`src/rtl/execute_mem_stage_pkg.sv`:
```
// Shared types for the execute/memory stage: ALU ops, condition codes, flags and the E->M payload.
package execute_mem_stage_pkg;

    localparam int unsigned WIDTH = 32;

    typedef enum logic [1:0] {
        ALU_ADD = 2'b00,
        ALU_SUB = 2'b01,
        ALU_AND = 2'b10,
        ALU_ORR = 2'b11
    } alu_op_e;

    typedef enum logic [3:0] {
        COND_EQ = 4'b0000,
        COND_NE = 4'b0001,
        COND_CS = 4'b0010,
        COND_CC = 4'b0011,
        COND_MI = 4'b0100,
        COND_PL = 4'b0101,
        COND_VS = 4'b0110,
        COND_VC = 4'b0111,
        COND_HI = 4'b1000,
        COND_LS = 4'b1001,
        COND_GE = 4'b1010,
        COND_LT = 4'b1011,
        COND_GT = 4'b1100,
        COND_LE = 4'b1101,
        COND_AL = 4'b1110
    } cond_e;

    typedef struct packed {
        logic n;
        logic z;
        logic c;
        logic v;
    } flags_t;

    typedef struct packed {
        logic             pcsrc;
        logic             regwrite;
        logic             memtoreg;
        logic             memwrite;
        logic [WIDTH-1:0] alu_result;
        logic [WIDTH-1:0] write_data;
        logic [3:0]       wa3;
    } em_reg_t;

endpackage

```
`src/rtl/execute_mem_stage_if.sv`:
```
// D->E inputs and E->M outputs of the execute stage; optional forwarding ports under EXEC_FORWARD_EN.
interface execute_mem_stage_if;
    import execute_mem_stage_pkg::*;

    logic             PCSrcE, RegWriteE, MemtoRegE, MemWriteE, BranchE, ALUSrcE;
    logic [1:0]       ALUControlE;
    logic [1:0]       FlagWriteE;
    logic [3:0]       CondE;
    logic [WIDTH-1:0] SrcAE, WriteDataE, ExtImmE;
    logic [3:0]       WA3E;
    logic             FlushE, StallM;
`ifdef EXEC_FORWARD_EN
    logic [1:0]       ForwardAE, ForwardBE;
    logic [WIDTH-1:0] ResultW;
`endif
    logic             BranchTakenE;
    logic [WIDTH-1:0] ALUResultE;
    logic [3:0]       FlagsQ;
    logic             PCSrcM, RegWriteM, MemtoRegM, MemWriteM;
    logic [WIDTH-1:0] ALUResultM, WriteDataM;
    logic [3:0]       WA3M;

    modport master (
        output PCSrcE, RegWriteE, MemtoRegE, MemWriteE, BranchE, ALUSrcE,
               ALUControlE, FlagWriteE, CondE, SrcAE, WriteDataE, ExtImmE, WA3E,
               FlushE, StallM,
`ifdef EXEC_FORWARD_EN
               ForwardAE, ForwardBE, ResultW,
`endif
        input  BranchTakenE, ALUResultE, FlagsQ,
               PCSrcM, RegWriteM, MemtoRegM, MemWriteM, ALUResultM, WriteDataM, WA3M
    );

    modport slave (
        input  PCSrcE, RegWriteE, MemtoRegE, MemWriteE, BranchE, ALUSrcE,
               ALUControlE, FlagWriteE, CondE, SrcAE, WriteDataE, ExtImmE, WA3E,
               FlushE, StallM,
`ifdef EXEC_FORWARD_EN
               ForwardAE, ForwardBE, ResultW,
`endif
        output BranchTakenE, ALUResultE, FlagsQ,
               PCSrcM, RegWriteM, MemtoRegM, MemWriteM, ALUResultM, WriteDataM, WA3M
    );

endinterface

```
`src/rtl/execute_mem_stage_cond_check.sv`:
```
// Combinational ARM condition evaluation against the current NZCV flags.
module execute_mem_stage_cond_check
    import execute_mem_stage_pkg::*;
(
    input  logic [3:0] cond_i,
    input  flags_t     flags_i,
    output logic       cond_ex_o
);

    always_comb begin
        cond_ex_o = 1'b0;
        case (cond_i)
            COND_EQ: cond_ex_o = flags_i.z;
            COND_NE: cond_ex_o = ~flags_i.z;
            COND_CS: cond_ex_o = flags_i.c;
            COND_CC: cond_ex_o = ~flags_i.c;
            COND_MI: cond_ex_o = flags_i.n;
            COND_PL: cond_ex_o = ~flags_i.n;
            COND_VS: cond_ex_o = flags_i.v;
            COND_VC: cond_ex_o = ~flags_i.v;
            COND_HI: cond_ex_o = flags_i.c & ~flags_i.z;
            COND_LS: cond_ex_o = ~flags_i.c | flags_i.z;
            COND_GE: cond_ex_o = (flags_i.n == flags_i.v);
            COND_LT: cond_ex_o = (flags_i.n != flags_i.v);
            COND_GT: cond_ex_o = ~flags_i.z & (flags_i.n == flags_i.v);
            COND_LE: cond_ex_o = flags_i.z | (flags_i.n != flags_i.v);
            COND_AL: cond_ex_o = 1'b1;
            default: cond_ex_o = 1'b0;
        endcase
    end

endmodule

```
`src/rtl/execute_mem_stage.sv`:
```
// Execute stage (ALU, condition check, NZCV register) plus the E->M pipeline register.
// Optional operand forwarding is enabled by defining EXEC_FORWARD_EN.
module execute_mem_stage
    import execute_mem_stage_pkg::*;
(
    input  logic              clk,
    input  logic              reset,
    execute_mem_stage_if.slave ex_if
);

    logic [WIDTH-1:0] src_a, src_b_reg, src_b, b_opnd, alu_result;
    logic [WIDTH:0]   sum;
    logic             is_sub;
    flags_t           alu_flags, flags_q, flags_d;
    logic             cond_ex, exec_en;
    em_reg_t          m_q, m_d;

`ifdef EXEC_FORWARD_EN
    // Operand select: 10 feeds back our own M result, 01 takes writeback.
    always_comb begin
        src_a = ex_if.SrcAE;
        case (ex_if.ForwardAE)
            2'b10:   src_a = m_q.alu_result;
            2'b01:   src_a = ex_if.ResultW;
            default: src_a = ex_if.SrcAE;
        endcase
        src_b_reg = ex_if.WriteDataE;
        case (ex_if.ForwardBE)
            2'b10:   src_b_reg = m_q.alu_result;
            2'b01:   src_b_reg = ex_if.ResultW;
            default: src_b_reg = ex_if.WriteDataE;
        endcase
    end
`else
    assign src_a     = ex_if.SrcAE;
    assign src_b_reg = ex_if.WriteDataE;
`endif

    assign src_b = ex_if.ALUSrcE ? ex_if.ExtImmE : src_b_reg;

    // ALU: subtraction is A + ~B + 1 so carry out means "no borrow".
    always_comb begin
        is_sub     = (alu_op_e'(ex_if.ALUControlE) == ALU_SUB);
        b_opnd     = is_sub ? ~src_b : src_b;
        sum        = {1'b0, src_a} + {1'b0, b_opnd} + {{WIDTH{1'b0}}, is_sub};
        alu_result = sum[WIDTH-1:0];
        alu_flags  = '0;
        case (alu_op_e'(ex_if.ALUControlE))
            ALU_ADD, ALU_SUB: begin
                alu_result  = sum[WIDTH-1:0];
                alu_flags.c = sum[WIDTH];
                alu_flags.v = (src_a[WIDTH-1] == b_opnd[WIDTH-1]) &&
                              (sum[WIDTH-1] != src_a[WIDTH-1]);
            end
            ALU_AND: alu_result = src_a & src_b;
            ALU_ORR: alu_result = src_a | src_b;
            default: alu_result = sum[WIDTH-1:0];
        endcase
        alu_flags.n = alu_result[WIDTH-1];
        alu_flags.z = (alu_result == '0);
    end

    execute_mem_stage_cond_check u_cond_check (
        .cond_i    (ex_if.CondE),
        .flags_i   (flags_q),
        .cond_ex_o (cond_ex)
    );

    assign exec_en = cond_ex & ~ex_if.FlushE;

    always_comb begin
        flags_d = flags_q;
        if (!ex_if.StallM && exec_en) begin
            if (ex_if.FlagWriteE[1]) begin
                flags_d.n = alu_flags.n;
                flags_d.z = alu_flags.z;
            end
            if (ex_if.FlagWriteE[0]) begin
                flags_d.c = alu_flags.c;
                flags_d.v = alu_flags.v;
            end
        end
    end

    // Stall holds everything; a flush only bubbles the gated controls.
    always_comb begin
        m_d = m_q;
        if (!ex_if.StallM) begin
            m_d.pcsrc      = ex_if.PCSrcE    & exec_en;
            m_d.regwrite   = ex_if.RegWriteE & exec_en;
            m_d.memwrite   = ex_if.MemWriteE & exec_en;
            m_d.memtoreg   = ex_if.MemtoRegE;
            m_d.alu_result = alu_result;
            m_d.write_data = src_b_reg;
            m_d.wa3        = ex_if.WA3E;
        end
    end

    always_ff @(posedge clk) begin
        if (reset) begin
            flags_q <= '0;
            m_q     <= '0;
        end else begin
            flags_q <= flags_d;
            m_q     <= m_d;
        end
    end

    assign ex_if.BranchTakenE = ex_if.BranchE & exec_en;
    assign ex_if.ALUResultE   = alu_result;
    assign ex_if.FlagsQ       = flags_q;
    assign ex_if.PCSrcM       = m_q.pcsrc;
    assign ex_if.RegWriteM    = m_q.regwrite;
    assign ex_if.MemtoRegM    = m_q.memtoreg;
    assign ex_if.MemWriteM    = m_q.memwrite;
    assign ex_if.ALUResultM   = m_q.alu_result;
    assign ex_if.WriteDataM   = m_q.write_data;
    assign ex_if.WA3M         = m_q.wa3;

endmodule
```
`src/flat_wrapper.sv`:
```
// flat-port wrapper written by rule: the top's interface ports become plain ports
module execute_mem_stage_flat import execute_mem_stage_pkg::*;
  (clk, reset, ex_if_PCSrcE, ex_if_RegWriteE, ex_if_MemtoRegE, ex_if_MemWriteE, ex_if_BranchE, ex_if_ALUSrcE, ex_if_ALUControlE, ex_if_FlagWriteE, ex_if_CondE, ex_if_SrcAE, ex_if_WriteDataE, ex_if_ExtImmE, ex_if_WA3E, ex_if_FlushE, ex_if_StallM, ex_if_BranchTakenE, ex_if_ALUResultE, ex_if_FlagsQ, ex_if_PCSrcM, ex_if_RegWriteM, ex_if_MemtoRegM, ex_if_MemWriteM, ex_if_ALUResultM, ex_if_WriteDataM, ex_if_WA3M);
  execute_mem_stage_if ex_if_i ();
  input  logic clk;
  input  logic reset;
  input wire logic [$bits(ex_if_i.PCSrcE)-1:0] ex_if_PCSrcE;
  input wire logic [$bits(ex_if_i.RegWriteE)-1:0] ex_if_RegWriteE;
  input wire logic [$bits(ex_if_i.MemtoRegE)-1:0] ex_if_MemtoRegE;
  input wire logic [$bits(ex_if_i.MemWriteE)-1:0] ex_if_MemWriteE;
  input wire logic [$bits(ex_if_i.BranchE)-1:0] ex_if_BranchE;
  input wire logic [$bits(ex_if_i.ALUSrcE)-1:0] ex_if_ALUSrcE;
  input wire logic [$bits(ex_if_i.ALUControlE)-1:0] ex_if_ALUControlE;
  input wire logic [$bits(ex_if_i.FlagWriteE)-1:0] ex_if_FlagWriteE;
  input wire logic [$bits(ex_if_i.CondE)-1:0] ex_if_CondE;
  input wire logic [$bits(ex_if_i.SrcAE)-1:0] ex_if_SrcAE;
  input wire logic [$bits(ex_if_i.WriteDataE)-1:0] ex_if_WriteDataE;
  input wire logic [$bits(ex_if_i.ExtImmE)-1:0] ex_if_ExtImmE;
  input wire logic [$bits(ex_if_i.WA3E)-1:0] ex_if_WA3E;
  input wire logic [$bits(ex_if_i.FlushE)-1:0] ex_if_FlushE;
  input wire logic [$bits(ex_if_i.StallM)-1:0] ex_if_StallM;
  output wire logic [$bits(ex_if_i.BranchTakenE)-1:0] ex_if_BranchTakenE;
  output wire logic [$bits(ex_if_i.ALUResultE)-1:0] ex_if_ALUResultE;
  output wire logic [$bits(ex_if_i.FlagsQ)-1:0] ex_if_FlagsQ;
  output wire logic [$bits(ex_if_i.PCSrcM)-1:0] ex_if_PCSrcM;
  output wire logic [$bits(ex_if_i.RegWriteM)-1:0] ex_if_RegWriteM;
  output wire logic [$bits(ex_if_i.MemtoRegM)-1:0] ex_if_MemtoRegM;
  output wire logic [$bits(ex_if_i.MemWriteM)-1:0] ex_if_MemWriteM;
  output wire logic [$bits(ex_if_i.ALUResultM)-1:0] ex_if_ALUResultM;
  output wire logic [$bits(ex_if_i.WriteDataM)-1:0] ex_if_WriteDataM;
  output wire logic [$bits(ex_if_i.WA3M)-1:0] ex_if_WA3M;
  assign ex_if_i.PCSrcE = ex_if_PCSrcE;
  assign ex_if_i.RegWriteE = ex_if_RegWriteE;
  assign ex_if_i.MemtoRegE = ex_if_MemtoRegE;
  assign ex_if_i.MemWriteE = ex_if_MemWriteE;
  assign ex_if_i.BranchE = ex_if_BranchE;
  assign ex_if_i.ALUSrcE = ex_if_ALUSrcE;
  assign ex_if_i.ALUControlE = ex_if_ALUControlE;
  assign ex_if_i.FlagWriteE = ex_if_FlagWriteE;
  assign ex_if_i.CondE = ex_if_CondE;
  assign ex_if_i.SrcAE = ex_if_SrcAE;
  assign ex_if_i.WriteDataE = ex_if_WriteDataE;
  assign ex_if_i.ExtImmE = ex_if_ExtImmE;
  assign ex_if_i.WA3E = ex_if_WA3E;
  assign ex_if_i.FlushE = ex_if_FlushE;
  assign ex_if_i.StallM = ex_if_StallM;
  assign ex_if_BranchTakenE = ex_if_i.BranchTakenE;
  assign ex_if_ALUResultE = ex_if_i.ALUResultE;
  assign ex_if_FlagsQ = ex_if_i.FlagsQ;
  assign ex_if_PCSrcM = ex_if_i.PCSrcM;
  assign ex_if_RegWriteM = ex_if_i.RegWriteM;
  assign ex_if_MemtoRegM = ex_if_i.MemtoRegM;
  assign ex_if_MemWriteM = ex_if_i.MemWriteM;
  assign ex_if_ALUResultM = ex_if_i.ALUResultM;
  assign ex_if_WriteDataM = ex_if_i.WriteDataM;
  assign ex_if_WA3M = ex_if_i.WA3M;
  execute_mem_stage u_core (.clk(clk), .reset(reset), .ex_if(ex_if_i));
endmodule
```
`config.mk`:
```
export PLATFORM = sky130hd
export DESIGN_NAME = execute_mem_stage_flat
export DESIGN_NICKNAME = d
export VERILOG_FILES = /design/src/rtl/execute_mem_stage_pkg.sv /design/src/rtl/execute_mem_stage_if.sv /design/src/rtl/execute_mem_stage_cond_check.sv /design/src/rtl/execute_mem_stage.sv /design/src/flat_wrapper.sv
export SDC_FILE = /design/constraint.sdc
export NUM_CORES = 1
export LEC_CHECK = 0
export ABC_CLOCK_PERIOD_IN_PS = 5750
export BUFFER_PORTS_ARGS = -buffer_cell sky130_fd_sc_hd__buf_2
export CORE_ASPECT_RATIO = 0.5
export CORE_MARGIN = 2
export CORE_UTILIZATION = 23
export CTS_BUF_LIST = sky130_fd_sc_hd__clkbuf_8
export CTS_CLUSTER_DIAMETER = 50
export DETAILED_ROUTE_END_ITERATION = 16
export HOLD_SLACK_MARGIN = 0.03
export REMOVE_ABC_BUFFERS = 1
export SETUP_SLACK_MARGIN = 0.15
export SYNTH_ARGS = -nofsm -noshare
export SYNTH_HDL_FRONTEND = slang
export SYNTH_SLANG_ARGS = --single-unit
```
`constraint.sdc`:
```
create_clock -name clk -period 5.75 [get_ports clk]
set_clock_uncertainty 0.15 [all_clocks]
set_input_delay 0.8625 -clock clk [delete_from_list [all_inputs] [get_ports clk]]
set_output_delay 0.8625 -clock clk [all_outputs]
set_load 0.02 [all_outputs]
```
==> key figures <==
Timing
  – Max transition margin: 31.01%
  – Final hold vios: 0
  – Unrepaired setup endpoints after global routing: yes
  – Setup TNS: 0 ns
  – Fin crit period: 5.448 ns
  – PnR worst setup slack: 0.3021 ns
  – Final Cycle Share: 94.75%
  – Final setup vio count: 0
  – F_max: 183.6 MHz
  – Slew @ Worst Pin: 1.022 ns
  – Slew Viols, Final: 0

Logic synthesis
  – Syn_area_per_cell: 8.056 um2
  – Sequential area share after synthesis: 24.50%
  – Yosys reg bits: 76
  – Asr flop ratio synth: 0%
  – Synth Flop Type: dfxtp_1
  – Top-area cell type share of the netlist area: 24.50%
  – Synth Warn #: 0
  – Area leader, netlist: dfxtp_1
  – Synth Instances: 771
  – Post-synth EDFFs: 0
  – Unique masters post-synth: 73
  – Mapped Area: 6211 um2
  – Synth area leaders: dfxtp_1, mux2i_1, ha_1

Floorplanning
  – Starting density of the core: 23.45%
  – Die Span Y: 120.2 um
  – Std-Cell Rows: 42
  – # IOs: 227
  – Width of the chip: 236.4 um
  – Die area: 28410 um2
  – Core box area: 26490 um2

Detailed routing
  – DR vias/cell: 4.925
  – DRT Wirelength: 23390 um
  – Initial drt markers: 428
  – Drt pass-1 iters: 5
  – Final ANT Viol Nets: 0
  – Drt wl/cell: 17.61 um
  – Total number of vias: 6540
  – Post-route DRC: 0

Critical path
  – Worst r2r src: u_core.ex_if.FlagsQ[3]
  – Reg2reg setup slack: 2.69 ns
  – Worst path slowest cell: mux2_2
  – Most used cell, CP: a21oi_1
  – CP Launch Point: ex_if_ALUSrcE
  – Crit path required time: 4.74 ns
  – Startpoint Class: primary input
  – CP Class: in2out
  – WP data arrival: 4.44 ns
  – Worst path cell trace: buf_2 -> buf_4 -> mux2_2 -> xor2_1 -> ha_1 -> a21oi_1 -> o21ai_0 -> a221o_1 -> a21oi_1 -> o21ai_0 -> a31o_2 -> xnor2_1 -> a21oi_1 -> buf_2
  – Worst-path maximum fanout: 21
  – CP peak stage delay: 0.42 ns
  – Crit. End Element: primary output

Clock tree
  – Worst-path clk slew: 0.08 ns
  – Clock sink total: 76
  – TritonCTS buffer count: 9
  – TritonCTS clock tree: done
  – Clock latency on the worst-skew pair: 0.37 ns
  – Post-cts hold buffer count: 0
  – Post-CTS Resized: 0
  – Root Buffer: clkbuf_8
  – Number of setup buffers added after CTS: 0
  – Htree depth: 3
  – Clock buffer depth: 2

Placement
  – Placed cells: 1309
  – DP HPWL: 17880 um
  – GP Congestion: 0.8785
  – Buffers on Ports: 226
  – Place WS: 0.2822 ns

Flow run
  – Max-Cap Viols: 0

Global routing
  – Global route overflow: 0
  – GRT Total Usage: 16.03%
  – Vias in the first global route: 6356
  – First-pass GRT wire length: 35400 um
  – Maximum number of pins on one net before global-route repair: 77
  – Initial antenna violation count: 4

Run status
  – Status: finished, final reports clean

Worst hold path
  – Beginning of the worst hold path: u_core.ex_if.ALUResultM[1]
  – HP Class: reg2reg

Pwr
  – Total Power: 2063 uW
  – Lkg Pwr: 0.003753 uW
  – Power Density: 259.3 nW/um2
  – Max VDD drop: 115.7 uV

Final layout
  – Fillers: 2877
  – Highest-count cells in the layout ignoring fill and taps: buf_2, nor2_1, dfxtp_1, a21oi_1, mux2i_1
  – Area Growth Syn to Fin: 28.10%
  – Commonest non-fill, non-tap cell in the layout: buf_2
  – Final non-filler cell total: 1328
  – Layout cells sized above 1: 31.65%
  – Layout Nets: 1120
-- final cells by class --
class	instances	area, um2	area share, %
timing repair buffer	239	1244	15.63
multi-input combinational	627	4462	56.08
clock buffer	10	137.6	1.730
inverter	15	56.30	0.7077
sequential	76	1521	19.12
antenna	3	7.507	0.09435
tap	352	440.4	5.535
clock inverter	6	87.58	1.101
-- cells by family (layout without fill, tap and decap cells) --
group | after synthesis | after routing | synth area share (%)
compound gates | 184 | 184 | 19.40
xor+xnor | 51 | 51 | 7.192
fa+ha+maj | 60 | 60 | 11.16
buf+inv | 68 | 270 | 4.210
flops | 76 | 76 | 24.50
mux | 94 | 94 | 15.98
other cells | 0 | 3 | 0
simple gates | 238 | 238 | 17.57
-- layer usage --
| layer | global-route usage, % | vias to the layer above | part of all wire (%) |
|---|---|---|---|
| li1 | - | 3174 | - |
| met4 | 8.030 | 2 | 4.1 |
| met1 | 19.23 | 3108 | 43 |
| met5 | 0 | - | 0.068 |
| met2 | 27.87 | 200 | 49 |
| met3 | 2.785 | 56 | 4.1 |
-- worst max-delay path, delay by kind of cell --
family | cells | cell delay (ns)
xor+xnor | 2 | 0.28
fa+ha+maj | 1 | 0.39
buf+inv | 3 | 0.67
compound gates | 7 | 1.79
mux | 1 | 0.42
-- cells in the mapped netlist, types with 4 or more instances --
cell      instances
a31oi_1           8
a211oi_1          5
xnor2_1          14
and2_1            4
dfxtp_1          76
a21oi_1          64
ha_1             33
nor2_1           99
o211ai_1          7
o21ai_0          30
or3_1             7
maj3_1           26
clkbuf_1         38
xor2_1           37
a21o_1           18
inv_1            14
o21a_1            6
nor3_1           17
mux2_2           33
o21bai_1          4
nand2_1          58
and3_1           10
buf_1            12
nand4_1           8
o31ai_1           4
mux2i_1          59
nand3_1          11
-- where the power goes --
group	switching (uW)	internal, uW
sequential	20.3	567
combinational	605	374
clock	240	256
-- metrics by stage --
step	cell area [um2]	hold WS, ns	utilization, %
floorplan	6006	0.3795	-
global placement	7697	0.2976	29.06
detailed placement	7697	0.3031	29.06
CTS	7923	0.3169	29.91
global route	7956	0.3294	30.04
finish	7956	0.3178	30.04
-- sequential cells by signal (all words and copies together) (netlist names) --
register                 flops
u_core.ex_if.MemtoRegM       1
u_core.ex_if.ALUResultM     32
u_core.ex_if.WriteDataM     32
u_core.ex_if.PCSrcM          1
u_core.ex_if.MemWriteM       1
u_core.ex_if.RegWriteM       1
u_core.ex_if.WA3M            4
u_core.ex_if.FlagsQ          4
-- final timing paths --
| check | depth (start not counted) | end |
|---|---|---|
| worst min-delay path | 2 | u_core.ex_if.ALUResultM[1] |
| worst min register to register | 2 | u_core.ex_if.ALUResultM[1] |
| worst max-delay path | 14 | ex_if_ALUResultE[31] |
| worst max register to register | 9 | u_core.ex_if.FlagsQ[2] |
No activity file was read; power rests on OpenSTA's default activity.
